[src/rtl/stopwatch_ctrl.sv]
// Run/pause/lap/clear controller for a six-digit mm:ss.cc stopwatch.
// A prescaled tick advances a BCD time count while running. The time (or the
// frozen lap value) drives six registered, active-low 7-segment outputs.
// Ports:
//   clk, rst           : clock, synchronous active-high reset
//   start_stop         : one-cycle pulse, toggles run/pause
//   lap_clr            : one-cycle pulse, lap while running, clear while stopped
//   numb_0..numb_5     : segments g..a for cc units .. mm tens (active-low)
//   running            : RUN or LAP
//   lap_active         : LAP (display frozen)
//   ovf                : saturated at 59:59.99
module stopwatch_ctrl #(
  parameter int unsigned TICK_DIV = 500000
) (
  input  logic       clk,
  input  logic       rst,
  input  logic       start_stop,
  input  logic       lap_clr,
  output logic [6:0] numb_0,
  output logic [6:0] numb_1,
  output logic [6:0] numb_2,
  output logic [6:0] numb_3,
  output logic [6:0] numb_4,
  output logic [6:0] numb_5,
  output logic       running,
  output logic       lap_active,
  output logic       ovf
);

  localparam int unsigned PW        = $clog2(TICK_DIV);
  localparam logic [PW-1:0] PRESC_MAX = PW'(TICK_DIV - 1);
  localparam logic [23:0] CNT_MAX   = 24'h595999;
  localparam logic [6:0]  SEG_ZERO  = 7'b1000000;

  localparam logic [2:0] S_IDLE  = 3'd0;
  localparam logic [2:0] S_RUN   = 3'd1;
  localparam logic [2:0] S_LAP   = 3'd2;
  localparam logic [2:0] S_PAUSE = 3'd3;
  localparam logic [2:0] S_OVF   = 3'd4;

  logic [2:0]      state_q, state_d;
  logic [23:0]     cnt_q, cnt_d;      // {mm10, mm1, ss10, ss1, cc10, cc1}
  logic [23:0]     latch_q, latch_d;
  logic [PW-1:0]   presc_q, presc_d;
  logic [5:0][6:0] seg_q, seg_d;
  logic            running_q, running_d;
  logic            lap_q, lap_d;
  logic            ovf_q, ovf_d;

  logic            counting;
  logic            tick;
  logic            at_max;
  logic [23:0]     disp;

  // Increment packed BCD time with cc->ss->mm ripple carry.
  function automatic logic [23:0] bcd_inc(input logic [23:0] c);
    logic [23:0] r;
    r = c;
    if (c[3:0] != 4'd9) r[3:0] = c[3:0] + 4'd1;
    else begin
      r[3:0] = 4'd0;
      if (c[7:4] != 4'd9) r[7:4] = c[7:4] + 4'd1;
      else begin
        r[7:4] = 4'd0;
        if (c[11:8] != 4'd9) r[11:8] = c[11:8] + 4'd1;
        else begin
          r[11:8] = 4'd0;
          if (c[15:12] != 4'd5) r[15:12] = c[15:12] + 4'd1;
          else begin
            r[15:12] = 4'd0;
            if (c[19:16] != 4'd9) r[19:16] = c[19:16] + 4'd1;
            else begin
              r[19:16] = 4'd0;
              if (c[23:20] != 4'd5) r[23:20] = c[23:20] + 4'd1;
              else                  r[23:20] = 4'd0;
            end
          end
        end
      end
    end
    return r;
  endfunction

  // Active-low segment decode, bit[6:0] = g..a; non-BCD values blank.
  function automatic logic [6:0] seg7(input logic [3:0] d);
    logic [6:0] s;
    case (d)
      4'd0:    s = 7'b1000000;
      4'd1:    s = 7'b1111001;
      4'd2:    s = 7'b0100100;
      4'd3:    s = 7'b0110000;
      4'd4:    s = 7'b0011001;
      4'd5:    s = 7'b0010010;
      4'd6:    s = 7'b0000010;
      4'd7:    s = 7'b1111000;
      4'd8:    s = 7'b0000000;
      4'd9:    s = 7'b0010000;
      default: s = 7'b1111111;
    endcase
    return s;
  endfunction

  // Next-state: tick/increment first, then the button-driven transition.
  always_comb begin
    state_d  = state_q;
    cnt_d    = cnt_q;
    latch_d  = latch_q;
    presc_d  = presc_q;
    counting = (state_q == S_RUN) || (state_q == S_LAP);
    tick     = counting && (presc_q == PRESC_MAX);
    at_max   = (cnt_q == CNT_MAX);

    if (counting) presc_d = tick ? '0 : PW'(presc_q + 1'b1);
    if (tick && !at_max) cnt_d = bcd_inc(cnt_q);

    case (state_q)
      S_IDLE: begin
        if (start_stop) state_d = S_RUN;
      end
      S_RUN, S_LAP: begin
        // Saturating tick wins over any coincident button.
        if (tick && at_max) state_d = S_OVF;
        else if (start_stop) state_d = S_PAUSE;
        else if (lap_clr) begin
          state_d = S_LAP;
          latch_d = cnt_q;  // pre-increment value
        end
      end
      S_PAUSE: begin
        if (start_stop) state_d = S_RUN;
        else if (lap_clr) begin
          state_d = S_IDLE;
          cnt_d   = '0;
          presc_d = '0;
        end
      end
      S_OVF: begin
        if (lap_clr) begin
          state_d = S_IDLE;
          cnt_d   = '0;
          presc_d = '0;
        end
      end
      default: begin
        state_d = S_IDLE;
        cnt_d   = '0;
        presc_d = '0;
      end
    endcase

    disp = (state_q == S_LAP) ? latch_q : cnt_q;
    for (int i = 0; i < 6; i++) seg_d[i] = seg7(disp[4*i +: 4]);

    running_d = (state_d == S_RUN) || (state_d == S_LAP);
    lap_d     = (state_d == S_LAP);
    ovf_d     = (state_d == S_OVF);
  end

  // State, counters and registered outputs.
  always_ff @(posedge clk) begin
    if (rst) begin
      state_q   <= S_IDLE;
      cnt_q     <= '0;
      latch_q   <= '0;
      presc_q   <= '0;
      seg_q     <= {6{SEG_ZERO}};
      running_q <= 1'b0;
      lap_q     <= 1'b0;
      ovf_q     <= 1'b0;
    end else begin
      state_q   <= state_d;
      cnt_q     <= cnt_d;
      latch_q   <= latch_d;
      presc_q   <= presc_d;
      seg_q     <= seg_d;
      running_q <= running_d;
      lap_q     <= lap_d;
      ovf_q     <= ovf_d;
    end
  end

  assign numb_0     = seg_q[0];
  assign numb_1     = seg_q[1];
  assign numb_2     = seg_q[2];
  assign numb_3     = seg_q[3];
  assign numb_4     = seg_q[4];
  assign numb_5     = seg_q[5];
  assign running    = running_q;
  assign lap_active = lap_q;
  assign ovf        = ovf_q;

endmodule
[config.mk]
export PLATFORM = sky130hd
export DESIGN_NAME = stopwatch_ctrl
export DESIGN_NICKNAME = d
export VERILOG_FILES = /design/src/rtl/stopwatch_ctrl.sv
export SDC_FILE = /design/constraint.sdc
export NUM_CORES = 1
export LEC_CHECK = 0
export ABC_AREA = 1
export ABC_CLOCK_PERIOD_IN_PS = 1800
export CAP_MARGIN = 20
export CORE_UTILIZATION = 53
export DETAILED_ROUTE_END_ITERATION = 12
export HOLD_SLACK_MARGIN = 0.12
export PLACE_DENSITY_LB_ADDON = 0.08
export SETUP_SLACK_MARGIN = 0.05
export SYNTH_ARGS = -nofsm -noshare
export SYNTH_HDL_FRONTEND = slang
export SYNTH_SLANG_ARGS = --single-unit
export TNS_END_PERCENT = 5
[constraint.sdc]
create_clock -name clk -period 1.8 [get_ports clk]
set_input_delay 0.36 -clock clk [delete_from_list [all_inputs] [get_ports clk]]
set_output_delay 0.36 -clock clk [all_outputs]
set_load 0.005 [all_outputs]
==> results.md, run 1 <==
- Synthesized instance count: ~810
- CP dominant cell by count: nand3_4
- Status: finished, violations left
- Clk root buf: clkbuf_16
- Worst slew pin tran: 358 ps
- Share of layout cells above drive strength 1: 25.7%
- CP max stage cell: dfxtp_1
- Ys flop type: dfxtp_1
- Failing checks: setup timing
- Area growth, synth to finish: 40.8%
- Register bit total from synthesis: approximately 120
- Input/output buffers: 48
- Worst setup EP type: flop
- Setup slack, reg-to-reg: -70 ps
- Worst path cell trace: ha_1, nand3_1, inv_2, nand3_4, nor2_4, nand2_2, nand3_4, clkbuf_16, o21ai_0, a21oi_1
- Asr flop ratio synth: 0%
- Reg clk slew, reported paths: 50 ps
- Top-count cell post-synth: nand2_1
- Gr usage total: between 20% and 30%
- Vias after detailed routing: roughly 5700
- Rows: 38
- Slew Limit Fails: 0
- Largest net degree at the start of global routing: 31
- Initial antenna violation count: 0
- Initial DRC count: about 370
- H-tree levels: 4
- CORE AREA: about 11000 um2
- Yosys top cell by area: dfxtp_1
- CP startpoint: presc_q[0]
- CP required: ~2200 ps
- First-pass GRT wire length: approximately 24 mm
- Sequential-to-total area share from yosys stat: between 30% and 40%
- Buf/Inv on CP: 2
- Post-detail-place hpwl: 10.4 mm
- Crit path kind: flop to flop
- Max Fclk: between 500 and 600 MHz
- Share of the synthesized area in the top cell type: between 30 and 40%
- Area contributors post-synth: dfxtp_1 (39%), ha_1 (9.0%), nand2_1 (8.2%)
- Antenna fix cells: 0
- Setup crit start kind: flop
- DIE WIDTH: between 100 and 150 um
- Fill cells: 777
- DR DRC count: 0
- Mapped Area: 5980 um2
- Post-synth EDFFs: 0
- Yosys warning count: 0
- Gr ovfl total: 0
- Clock sink count: 115
- Cells on worst reg2reg path: 10
- Worst Skew: 8.82 ps
- Pre-antenna DRT Iters: 5
- RR Endpoint: latch_q[9]
- CP top delay family: simple AND/OR/NAND/NOR gates
- Nets: between 1000 and 1500
- RSZ-0062 raised after global routing: true
- Mean Syn Cell Area: 7.41 um2
- Hold Worst Slack: about 460 ps
- CTS tree: done
- P_leak: around 3.7 nW
- Via/cell ratio: roughly 5.1
- Maximum Capacitance Violations: 0
- Tcrit/Tclk final: 104%
- Critical Path End: latch_q[9]
- Max stage delay on crit path: roughly 340 ps
- Maximum vdd drop: 857 uV
- Arrival @ worst endpoint: 2220 ps
- Pre-CTS WS: -388 ps
- Vias in the first global route: roughly 5200
- IO Pins: around 50
- Worst-case clock buffer depth: 2
- Worst skew pair latency: ~420 ps
- Fin crit period: between 1500 and 2000 ps
- Setup ws final: -73.2 ps
- Die Area: 11700 um2
- Routed wire length per instance: roughly 14 um
- Routed WL: between 15 and 20 mm
- Most frequent cells after synthesis: nand2_1 (131), inv_1 (120), dfxtp_1 (115)
- GPL Wtd Cong: between 0.8 and 0.9
- RR Startpoint: presc_q[0]
- PD cells: between 900 and 1000 nW/um2
- Rel. slew slack: between 70% and 80%
- Crit path depth: 10
- Setup Viol. Count Final: 24
- Worst min-delay path category: flop to flop
- Mapped Nets: 854
- CTS buffer count: 17
- Final Hold Vio Count: 0
- Maximum fanout along the worst path: 8
- Yosys cell types: 33
- Initial Util: between 50% and 60%
- Antenna viol nets, final: 0
- Die Ht: about 110 um
==> power by group <==
part | total [mW] | switching [mW] | internal, mW
Clock | 3.75 | 1.17 | 2.58
Combinational | 1.26 | 0.673 | 0.589
Sequential | 2.78 | 0.0740 | 2.71
==> repair_timing <==
| action | in CTS | in global routing |
|---|---|---|
| buffers inserted | 5 | 11 |
| pin swaps | 7 | 14 |
| endpoints found under the setup margin | 77 | 110 |
| resized for setup | 38 | 57 |
| hold endpoints to repair | 0 | 0 |
| cloned | 2 | 1 |
| hold buffers | 0 | 0 |
==> how the worst min path moves through the flow <==
stage / start / cells past startpoint / slack [ps] / end
final: latch_q[23] / 2 / 460 / latch_q[23]
after global routing: latch_q[23] / 2 / 480 / latch_q[23]
after CTS: latch_q[14] / 2 / 450 / latch_q[14]
after detailed placement: latch_q[14] / 2 / 450 / latch_q[14]
after global placement: latch_q[9] / 2 / 450 / latch_q[9]
after floorplan: latch_q[10] / 2 / 440 / latch_q[10]
==> kinds of logic after synthesis <==
kind of cell / Yosys count / share of synthesized area (%)
buffers and inverters: 146 / 10.1
xor gates and xnor gates: 10 / 1.46
adders and majority gates: 43 / 9.00
and+or+nand+nor: 311 / 23.9
DFF: 115 / 38.5
AOI/OAI and AO/OA: 182 / 17.1
==> routing by layer <==
metal	wire, um	up-vias	track usage [%]
met5	0	-	0
met4	218	0	9.39
met3	621	19	5.91
met2	7500	124	44.4
met1	7080	2636	33.7
li1	-	2895	-
==> metrics by stage <==
step | cell area (um2) | util (%) | instances | total power [mW] | setup TNS, ps
finish | 8420 | 77.0 | 1107 | 7.79 | -527
global route | 8420 | 77.0 | 1107 | 8.07 | -4670
CTS | 8110 | 74.1 | 1095 | 7.71 | -30.8
detailed placement | 7220 | 66.0 | 1057 | 3.89 | -10480
global placement | 7220 | 66.0 | 1057 | 3.85 | -7710
floorplan | 6030 | - | 807 | 3.46 | 0
==> tightest hold or removal path: stages (launching register included) <==
cell     delay (ps)
dfxtp_1         310
inv_1            50
a21oi_1          50
==> layout make-up <==
type | count | area (um2) | area share, %
multi-input cells | 546 | 3400 | 40.4
flip-flops and latches | 115 | 2310 | 27.5
repair buffers | 148 | 1380 | 16.4
inverters | 127 | 487 | 5.78
clock buffers | 21 | 480 | 5.71
clock inverters | 10 | 178 | 2.11
well taps | 140 | 175 | 2.08
==> layout by cell type (no fill, tap or decap), drive strengths merged, types with 5 or more instances in the layout <==
cell / n
nand3: 41
dfxtp: 115
a21oi: 75
clkinv: 5
bufinv: 5
ha: 43
nor2: 100
nor3: 16
xor2: 10
nand2: 138
clkbuf: 22
inv: 124
o21ai: 103
buf: 99
nand4: 13
clkdlybuf4s50: 48
==> sequential cells by signal, summed over array words and instances (netlist names) <==
register    cells
ovf             1
presc_q        19
numb_5          7
state_q         3
latch_q        24
numb_4          7
numb_1          7
numb_3          7
cnt_q          24
numb_2          7
running         1
numb_0          7
lap_active      1
Note: power is estimated with default switching activity, not from simulation.
==> inputs of run 2 (changes only) <==
- ABC_CLOCK_PERIOD_IN_PS: 1800 -> not set
- CELL_PAD_IN_SITES_DETAIL_PLACEMENT: not set -> 1
- CELL_PAD_IN_SITES_GLOBAL_PLACEMENT: not set -> 1
- CORE_UTILIZATION: 53 -> 39
==> run 2 against run 1 <==
The run still ends with setup timing left. Global-route usage rose by 2.1 points. Cell count rose by 9.2%. Sequential share of layout area fell by 3.9 points. Sequential power barely moved. Combinational power rose by 65%. Via count rose by 25%. Setup slack got worse by 190 ps. Hold slack improved by 6.5 ps. Clock-buffer cell count rose by 1. Largest power group unchanged.
==> results.md, run 2 (synthesis results as in run 1) <==
- RR Startpoint: state_q[1]
- Initial Util: 40.5% (-14 points)
- Worst Min Path Start: latch_q[7]
- Worst skew pair latency: 440 ps (+20 ps)
- # hold bufs at CTS: 0 (unchanged)
- Final Hold Vio Count: 0 (unchanged)
- Antenna fix cells: 0 (unchanged)
- Tcrit/Tclk final: 115% (+11 points)
- Worst Skew: 8.79 ps (-0.0280 ps)
- RSZ-0062 raised after global routing: true
- Commonest non-fill, non-tap cell in the layout: buf_4
- Clock sink count: 115 (unchanged)
- Fill cells: 1638 (+110%)
- Arrival @ worst endpoint: 2410 ps (+190 ps)
- Worst-case clock buffer depth: 2 (unchanged)
- H-tree levels: 4 (unchanged)
- WHS Endpoint: latch_q[7]
- Design Power: 8.41 mW (+7.9%)
- Worst slew pin tran: 614 ps (+255 ps)
- Rel. slew slack: 58.8% (-17 points)
- Initial DRC count: 609 (+66%)
- Setup tns final: -12020 ps (-11500 ps)
- Maximum fanout along the worst path: 6 (-2)
- GPL Wtd Cong: 0.869 (+0.47%)
- CP max stage cell: dfxtp_4
- P_leak: 4.06 nW (+9.4%)
- Max Fclk: 484 MHz (-9.3%)
- Input/output buffers: 48 (unchanged)
- Cells on worst reg2reg path: 13 (+3)
- Gr usage total: 28.8% (+2.1 points)
- Via/cell ratio: 5.86 (+14%)
- Fin crit period: 2060 ps (+191 ps)
- CTS tree: done
- CORE AREA: 14800 um2 (+35%)
- Reg clk slew, reported paths: 60 ps (about the same)
- Die Ht: 126 um (+16%)
- Setup slack, reg-to-reg: -260 ps (-190 ps)
- Clk root buf: clkbuf_16
- Worst setup EP type: flop
- DR DRC count: 0 (unchanged)
- Routed wire length per instance: 26.2 um (+88%)
- Share of layout cells above drive strength 1: 45.1% (+19 points)
- Setup ws final: -264 ps (-191 ps)
- Rows: 44 (+16%)
- IO Pins: 49 (unchanged)
- RR Endpoint: numb_2[5]
- CTS buffer count: 17 (unchanged)
- Initial antenna violation count: 0 (unchanged)
- Largest net degree at the start of global routing: 34 (+9.7%)
- First-pass GRT wire length: 35.7 mm (+48%)
- Slew Limit Fails: 0 (unchanged)
- Area growth, synth to finish: 64.6%
- Crit path kind: flop to flop
- Post-detail-place hpwl: 12.8 mm (+23%)
- Vias after detailed routing: 7081 (+25%)
- Failing checks: setup timing
- Max stage delay on crit path: 370 ps (+30 ps)
- Pre-antenna DRT Iters: 7 (+2)
- Setup Viol. Count Final: 110 (+360%)
- Worst Hold Depth: 2 (unchanged)
- Nets: 1059 (+5.7%)
- Worst path cell trace: inv_4, nor2_4, nand2_4, buf_6, buf_16, nand2_4, o21ai_4, inv_2, ha_2, nor2_2, nor2_2, nand2_1, a21oi_2
- Gr ovfl total: 0 (unchanged)
- Maximum Capacitance Violations: 0 (unchanged)
- CP required: 2150 ps (about the same)
- Largest registers: cnt_q (24), latch_q (24), presc_q (19)
- Vias in the first global route: 6845 (+32%)
- Hold Worst Slack: 465 ps (+6.51 ps)
- PD cells: 854 nW/um2 (-7.7%)
- Worst min-delay path category: flop to flop
- DIE WIDTH: 126 um (+16%)
- Maximum vdd drop: 702 uV (-18%)
- Routed WL: 31.7 mm (+110%)
- Antenna viol nets, final: 0 (unchanged)
- Most frequent cells in the layout: buf_4 (116), dfxtp_1 (107), nand2_1 (97)
- Status: finished, violations left
- Die Area: 15800 um2 (+35%)
- Setup crit start kind: flop
## run 2: changes by cell type in the layout (fill, tap and decap cells not counted), moves of 20 or more
cell     delta
ha_1       -20
buf_4      +28
a21oi_1    -31
inv_1      -20
nand2_1    -27
buf_6      +22
a21oi_2    +31
nor2_1     -22
o21ai_0    -40
## run 2: how the worst max path moves through the flow
stage,endpoint,depth (start not counted),slack (ps),startpoint
floorplan,numb_0[0],12,40,state_q[1]
global placement,presc_q[18],12,-220,lap_clr
detailed placement,cnt_q[1],10,-250,lap_clr
CTS,numb_2[3],12,-60,state_q[1]
global route,presc_q[16],12,-320,presc_q[1]
finish,numb_2[5],13,-260,state_q[1]
## run 2: metrics by stage
stage	worst slack, ps	instance area, um2	util [%]	cells
after detailed placement	-251	7400	50.2	1117
after floorplan	37.9	6030	-	807
final	-264	9840	66.7	1209
after global routing	-320	9840	66.7	1209
after CTS	-63.1	8840	59.9	1182
after global placement	-221	7400	50.2	1117
## run 2: where the power goes
part           total, mW  internal (mW)  switching [mW]  leakage (nW)
combinational       2.08          0.889            1.19          2.83
clock               3.52           2.13            1.38         0.289
sequential          2.81           2.71           0.109         0.938
total               8.41           5.73            2.68          4.06
## run 2: worst max-delay path: cells and delay by family (launching register included)
family          cells  cell delay [ps]
simple gates        6              650
buf+inv             4              470
flops               1              370
compound gates      2              290
fa+ha+maj           1              190
## run 2: final cells by class
class	count	area (um2)	share of cell area (%)
Sequential cell	115	2320	23.5
Timing Repair inverter	1	7.51	0.0763
Timing Repair Buffer	204	1970	20.1
Tap cell	184	230	2.34
Clock buffer	22	474	4.82
Multi-Input combinational cell	546	4230	43.0
Inverter	127	502	5.10
Clock inverter	10	106	1.08
## run 2: timing repair
| item | CTS | global route |
|---|---|---|
| gates resized for setup | 136 | 241 |
| cloned | 7 | 7 |
| setup buffers | 26 | 24 |
| pin swaps | 52 | 79 |
| endpoints found under the setup margin | 92 | 113 |
## run 2: layer usage
metal  global-route usage [%]  vias to the layer above  wire (um)
met3                     4.63                      190       1900
met2                     54.4                      390      15800
li1                         -                     3014          -
met1                     32.2                     3487      11800
met5                        0                        -          0
met4                     10.6                        0       2210
==> inputs of run 3 (changes only) <==
- ABC_AREA: 1 -> 0
- CORE_UTILIZATION: 39 -> 40
- REMOVE_ABC_BUFFERS: not set -> 1
==> run 3 against run 2 <==
Critical endpoint is now cnt_q[16]. Setup slack got worse by 100 ps. Area after synthesis down 0.21%. The run still ends with setup timing left. Maximum frequency down 4.7%. Sequential share of layout area rose by 1.9 points. Die area fell by 2.7%. Clock power is 14% lower. Non-clock buffer count up 6.
==> results.md, run 3 <==
- Status: finished, violations left
- Maximum Capacitance Violations: 0 (unchanged)
- Reg clk slew, reported paths: 60 ps (about the same)
- Worst path cell trace: ha_4, nand3_2, or3_4, or4_4, buf_6, or3_4, a21oi_2
- Input/output buffers: 48 (unchanged)
- Fill cells: 1612 (-1.6%)
- Most frequent cells after synthesis: dfxtp_1 (115), nor2_1 (62), nand2b_1 (49)
- Worst Skew: 6.58 ps (-2.21 ps)
- Tcrit/Tclk final: 120% (+5.6 points)
- Area growth, synth to finish: 52.5%
- H-tree levels: 4 (unchanged)
- Setup ws final: -365 ps (-101 ps)
- P_leak: 3.48 nW (-14%)
- Fin cells: 1059 (-12%)
- Via/cell ratio: 5.35 (-8.6%)
- Max stage delay on crit path: 540 ps (+170 ps)
- Commonest non-fill, non-tap cell in the layout: buf_4
- Slew Limit Fails: 0 (unchanged)
- Vias in the first global route: 6035 (-12%)
- IO Pins: 49 (unchanged)
- Mean Syn Cell Area: 8.92 um2 (+20%)
- Pre-CTS WS: -522 ps (-271 ps)
- Fin crit period: 2160 ps (+101 ps)
- Ys flop type: dfxtp_1
- Max Fclk: 462 MHz (-4.7%)
- Largest net degree at the start of global routing: 59 (+74%)
- Cells on worst reg2reg path: 7 (-6)
- CTS tree: done
- Setup crit start kind: flop
- Worst skew pair latency: 420 ps (-20 ps)
- Mapped Area: 5970 um2 (-0.21%)
- Initial Util: 41.0% (+0.53 points)
- Pre-antenna DRT Iters: 4 (-3)
- Rows: 44 (unchanged)
- Clk root buf: clkbuf_16
- First-pass GRT wire length: 29.4 mm (-18%)
- Routed WL: 18.7 mm (-41%)
- Top-count cell post-synth: dfxtp_1
- Worst Hold Depth: 3 (+1)
- Most frequent cells in the layout: buf_4 (134), dfxtp_1 (105), nor2_1 (54)
- CP dominant cell by count: or3_4
- Worst setup EP type: flop
- CORE AREA: 14500 um2 (-1.5%)
- Register bit total from synthesis: 115 (unchanged)
- Largest registers: cnt_q (24), latch_q (24), presc_q (19)
- Sequential-to-total area share from yosys stat: 38.6% (+0.081 points)
- DIE WIDTH: 124 um (-1.3%)
- GPL Wtd Cong: 0.809 (-6.9%)
- Worst slew pin tran: 430 ps (-183 ps)
- Clock sink count: 115 (unchanged)
- Initial antenna violation count: 0 (unchanged)
- Nets: 912 (-14%)
- Worst min-delay path category: input pin to flop
- CP required: 2150 ps (about the same)
- Worst-case clock buffer depth: 2 (unchanged)
- Post-synth EDFFs: 0 (unchanged)
- Share of the synthesized area in the top cell type: 38.6% (+0.081 points)
- Routed wire length per instance: 17.6 um (-33%)
- Placed Cells: 1006 (-9.9%)
- Post-detail-place hpwl: 11.3 mm (-12%)
- Area contributors post-synth: dfxtp_1 (39%), ha_1 (9.0%), mux2i_1 (7.6%)
- Antenna fix cells: 0 (unchanged)
- Synthesized instance count: 669 (-17%)
- CTS buffer count: 17 (unchanged)
- Asr flop ratio synth: 0% (unchanged)
- Crit path kind: flop to flop
- Yosys top cell by area: dfxtp_1
- Share of layout cells above drive strength 1: 37.8% (-7.2 points)
- Yosys warning count: 0 (unchanged)
- Gr ovfl total: 0 (unchanged)
- Setup Viol. Count Final: 112 (+1.8%)
- Gr usage total: 24.8% (-4.0 points)
- Final core utilization: 62.6% (-4.1 points)
- Yosys cell types: 42 (+27%)
- Rel. slew slack: 70.9% (+12 points)
- Failing checks: setup timing
- Arrival @ worst endpoint: 2510 ps (+100 ps)
- RSZ-0062 raised after global routing: true
- Maximum fanout along the worst path: 5 (-1)
- DR DRC count: 0 (unchanged)
- CP max stage cell: or4_4
- Final Hold Vio Count: 0 (unchanged)
- Die Area: 15400 um2 (-2.7%)
- Maximum vdd drop: 649 uV (-7.6%)
- Antenna viol nets, final: 0 (unchanged)
- Initial DRC count: 173 (-72%)
- Vias after detailed routing: 5669 (-20%)
- Die Ht: 124 um (-1.3%)
- PD cells: 659 nW/um2 (-23%)
[run 3: cell families (layout without fill, tap and decap cells)]
logic type / after synthesis / in the layout / synth area share, %
simple gates: 248 / 248 / 22.4
mux: 57 / 57 / 9.82
compound gates: 120 / 121 / 12.5
flops: 115 / 115 / 38.6
buf+inv: 60 / 265 / 3.90
fa+ha+maj: 43 / 43 / 9.02
xor+xnor: 26 / 26 / 3.82
[run 3: per-layer routing]
layer,wire length (um),GRT usage [%]
met1,7900,28.5
met5,0,0
met3,429,4.53
met4,476,11.0
met2,9880,44.4
[run 3: final cells by class]
| class | count | area [um2] | area share, % |
|---|---|---|---|
| Tap cell | 184 | 230 | 2.53 |
| Timing Repair Buffer | 210 | 1870 | 20.5 |
| Clock inverter | 6 | 30.0 | 0.330 |
| Inverter | 26 | 110 | 1.21 |
| Clock buffer | 23 | 498 | 5.48 |
| Multi-Input combinational cell | 495 | 4040 | 44.4 |
| Sequential cell | 115 | 2320 | 25.5 |
[run 3: path summary, 6_finish.rpt]
path	from	endpoint	slack [ps]
worst max-delay path	presc_q[0]	cnt_q[16]	-360
worst min-delay path	rst	latch_q[18]	470
worst max register to register	presc_q[0]	cnt_q[16]	-360
worst min register to register	latch_q[8]	latch_q[8]	480
[run 3: power breakdown]
group	leakage (nW)	switching, mW	internal, mW
sequential	0.932	0.0150	2.57
clock	0.270	1.14	1.90
combinational	2.28	0.181	0.190
total	3.48	1.34	4.65
[run 3: metrics by stage]
step / area [um2] / total power [mW] / hold WS (ps) / TNS [ps]
after floorplan: 5830 / 2.76 / 433 / -175210
final: 9090 / 5.99 / 474 / -19920
after detailed placement: 7660 / 2.90 / 463 / -36890
after CTS: 8820 / 6.01 / 457 / -22960
after global routing: 9090 / 6.18 / 494 / -27670
after global placement: 7660 / 2.90 / 453 / -30520
[run 3: critical path, delay by kind of cell, from the launching register on]
kind	cells	cell delay, ps
compound gates	1	140
buf+inv	1	140
fa+ha+maj	1	140
flops	1	370
simple gates	4	1300
[run 3: what timing repair did]
| item | in CTS | in global routing |
|---|---|---|
| setup buffers | 16 | 5 |
| pin swaps | 40 | 22 |
| resized for setup | 114 | 78 |
| hold buffers | 0 | 0 |
| cloned | 3 | 1 |
| setup endpoints to repair | 114 | 115 |
==> edit 1: new RTL, settings of run 2 <==
One comparison of `cnt_q` changes from == to >=.
--- a/src/rtl/stopwatch_ctrl.sv
+++ b/src/rtl/stopwatch_ctrl.sv
@@ -108,7 +108,7 @@
     presc_d  = presc_q;
     counting = (state_q == S_RUN) || (state_q == S_LAP);
     tick     = counting && (presc_q == PRESC_MAX);
-    at_max   = (cnt_q == CNT_MAX);
+    at_max   = (cnt_q >= CNT_MAX);
 
     if (counting) presc_d = tick ? '0 : PW'(presc_q + 1'b1);
     if (tick && !at_max) cnt_d = bcd_inc(cnt_q);
Formal check against the unedited RTL: no difference found for any inputs over 4 cycles, from zero or initial values and one cycle with rst high; that may be too few to reach the edited logic, so the function may still have changed.
==> edit 1 against run 2 <==
  * The run still ends with negative setup slack left
  * First-iteration DRC count is 68% lower
  * Total power down 9.7%
  * Sequential cell count is the same
  * Synthesized area is 2.3% lower
  * Routed wire length is 26% lower
  * Setup slack lost 200 ps
  * Combinational power decreased by 38%
  * Cell area fell by 8.8%
  * Highest routed layer unchanged
==> edit 1: results (changes against run 2) <==
STA
  – Max Clock Skew: 11.5 ps (+2.71 ps)
  – Worst hold slack: 445 ps (-19.2 ps)
  – TNS Setup: -9620 ps (+2410 ps)
  – Post-route setup slack: -463 ps (-199 ps)
  – Final setup violation count: 76 (-31%)
  – Slew headroom: 36.2% (-23 points)

Route
  – Met2 wire len: 12.1 mm (-23%)
  – WL met3: 951 um (-50%)
  – Vias after detailed routing: 6496 (-8.3%)
  – Total wire length: 23.5 mm (-26%)
  – Starting DRT DRC Count: 194 (-68%)

Placement
  – Post-DP HPWL: 13.2 mm (+3.0%)
  – GPL Wtd Cong: 0.840 (-3.3%)
  – Placed inst area: 7550 sq um (+2.0%)
  – Dpl ws: -308 ps (-56.8 ps)

Critical path
  – FF-to-FF Start: cnt_q[9]$_SDFF_PP0_
  – Critical path's slowest cell: nor4_1
  – R2R depth: 9 (-4)
  – R2R Setup Slk: -460 ps (-200 ps)
  – Reg-to-reg critical path endpoint: cnt_q[15]$_SDFF_PP0_
  – Crit Path Max Fanout: 4 (-2)
  – Worst EP arrival: 2600 ps (+190 ps)

Clocking
  – PostCTS Resize Cnt: 113 (-17%)

Cells and area
  – Share of layout cells above drive strength 1: 33.8% (-11 points)
  – Fillers: 1757 (+7.3%)
  – Post-layout instance area: 8970 sq um (-8.8%)
  – Layout Nets: 1058 (-0.094%)

Hold path
  – Hold path endpoint: latch_q[5]$_SDFFE_PP0P_

Yosys
  – Syn Nets: 844 (-1.2%)
  – Commonest cells in the netlist: nand2_1 (126), inv_1 (117), dfxtp_1 (115)
  – Unique masters post-synth: 41 (+24%)
  – Syn Area/Cell: 7.32 sq um (-1.2%)

Global route
  – Met3 Usage GRT: 5.15% (+0.52 points)
  – GR Util met2: 49.9% (-4.5 points)
  – Vias in the first global route: 6786 (-0.86%)
  – First-pass GRT wire length: 33.6 mm (-6.0%)
  – Largest net degree at the start of global routing: 44 (+29%)
  – GR met1 Demand/Resource: 29.6% (-2.6 points)

Outcome
  – Status: finished with violations
  – Failing checks: negative setup slack

Pwr
  – Leak: 4.06 nW (+0.22%)
  – Peak supply drop: 593 uV (-16%)
==> edit 1: cell types whose count changed in the layout (fill, tap and decap cells not counted), sizes merged, moves of 6 or more <==
cell and delta:
clkbuf -6, nor3 +6, nand2 -10, a21oi +9
nor2 -24, buf +16
==> edit 1: report_power, final <==
part / internal, mW / leakage (nW) / switching [mW]
combinational: 0.579 / 2.83 / 0.704
sequential: 2.71 / 0.943 / 0.0687
clock: 2.24 / 0.295 / 1.29
total: 5.53 / 4.06 / 2.06
==> edit 1: layout make-up <==
class,count,area share [%]
multi-input combinational,539,38.5
sequential,115,25.9
timing repair buffer,217,20.9
inverter,122,5.30
clock buffer,19,5.05
tap,184,2.57
clock inverter,13,1.77
==> edit 1: logic make-up after synthesis <==
logic type	count (synthesis)	share of synthesized area, %
AO/OA/AOI/OAI	197	17.7
XOR/XNOR	9	1.35
adder cells (fa/ha/maj)	42	8.99
buffers and inverters	144	9.61
flip-flops	115	39.4
AND/OR/NAND/NOR	291	23.0
==> edit 2: new RTL, config.mk and constraints of run 2 <==
Made on the original files. Set the parameter `TICK_DIV` to 125000 (it was 500000).
--- a/src/rtl/stopwatch_ctrl.sv
+++ b/src/rtl/stopwatch_ctrl.sv
@@ -10,7 +10,7 @@
 //   lap_active         : LAP (display frozen)
 //   ovf                : saturated at 59:59.99
 module stopwatch_ctrl #(
-  parameter int unsigned TICK_DIV = 500000
+  parameter int unsigned TICK_DIV = 125000
 ) (
   input  logic       clk,
   input  logic       rst,
Formal check against the unedited RTL: same outputs for any inputs over 4 cycles, from zero or initial values and one cycle with rst high; that may be too few to reach the edited logic, so the function may still have changed.
==> edit 2 against run 2 <==
  * The flow still finishes with violations (negative setup slack)
  * Die area rose by 1.4%
  * Total power fell by 9.1%
  * Via count fell by 15%
  * Routed wire length fell by 37%
  * Core utilization fell by 9.3 points
  * Cell area fell by 11%
  * Synthesized cell count fell by 0.37%
  * Critical path depth fell by 1
  * Setup slack improved by 120 ps
  * Sequential cell count fell by 2
  * Final cell count fell by 4.3%
  * Hold slack got worse by 150 ps
  * Synthesized area rose by 1.4%
  * Largest cell class unchanged
  * Highest routed layer unchanged
==> edit 2: results (changes against run 2) <==
Outcome
  – Status: finished with violations
  – Failing checks: negative setup slack

Yosys
  – Sequential cell area fraction in the yosys report: 37.3% (-1.2 points)
  – Syn Nets: 851 (-0.35%)

Pwr
  – Int Power: 5.68 mW (-0.80%)
  – Sequential share of power: 35.0% (+1.5 points)
  – Leak: 3.67 nW (-9.5%)

Placement
  – Cells after DPL: 1116 (-0.090%)
  – GPL Wtd Cong: 0.826 (-4.9%)
  – Dpl ws: -289 ps (-37.5 ps)
  – Post-DP HPWL: 12.6 mm (-1.6%)
  – Placed inst area: 7430 sq um (+0.39%)

Hold path
  – Hold path endpoint: presc_q[15]$_SDFF_PP0_
  – Hold path start: rst
  – Worst Hold Depth: 4 (+2)
  – Min-Delay Path Class: input port to flop

STA
  – Post-route setup slack: -148 ps (+116 ps)
  – Final setup violation count: 39 (-65%)
  – TNS Setup: -2320 ps (+9700 ps)

Route
  – Via density: 5.17 (-12%)
  – Wl on met1: 8.45 mm (-28%)
  – Starting DRT DRC Count: 199 (-67%)

Critical path
  – Critical path's slowest cell: dfxtp_2
  – Max stage delay on crit path: 320 ps (-50 ps)
  – R2R depth: 12 (-1)

Global route
  – GR Util met2: 45.1% (-9.3 points)
  – GR met1 Demand/Resource: 28.3% (-3.9 points)
  – Vias in the first global route: 6210 (-9.3%)

Cells and area
  – Top Registers: cnt_q: 24 flops, latch_q: 24 flops, presc_q: 17 flops
  – Layout Nets: 1007 (-4.9%)
-- edit 2: changes by cell type after synthesis, sizes merged, moves of 3 or more --
| cell | run 2 | this run |
|---|---|---|
| o21a | 1 | 6 |
| nand2 | 138 | 160 |
| a211oi | 1 | 4 |
| nand4 | 13 | 9 |
| nor3 | 16 | 22 |
| nand3 | 41 | 68 |
| xor2 | 10 | 5 |
| o21ai | 103 | 72 |
| nor2 | 100 | 90 |
| inv | 126 | 101 |
-- edit 2: logic make-up after synthesis --
group | count (synthesis) | synth area share [%]
AND/OR/NAND/NOR | 358 | 27.9
buffers and inverters | 122 | 8.50
AO/OA/AOI/OAI | 162 | 16.5
adder cells (fa/ha/maj) | 43 | 8.87
XOR/XNOR | 6 | 0.867
flip-flops | 113 | 37.3
-- edit 2: layout make-up --
cell class | instances | area [sq um]
clock buffer | 22 | 484
multi-input combinational | 570 | 3790
tap | 188 | 235
clock inverter | 6 | 130
sequential | 113 | 2290
timing repair buffer | 157 | 1410
inverter | 101 | 394
fill | 1805 | 6470
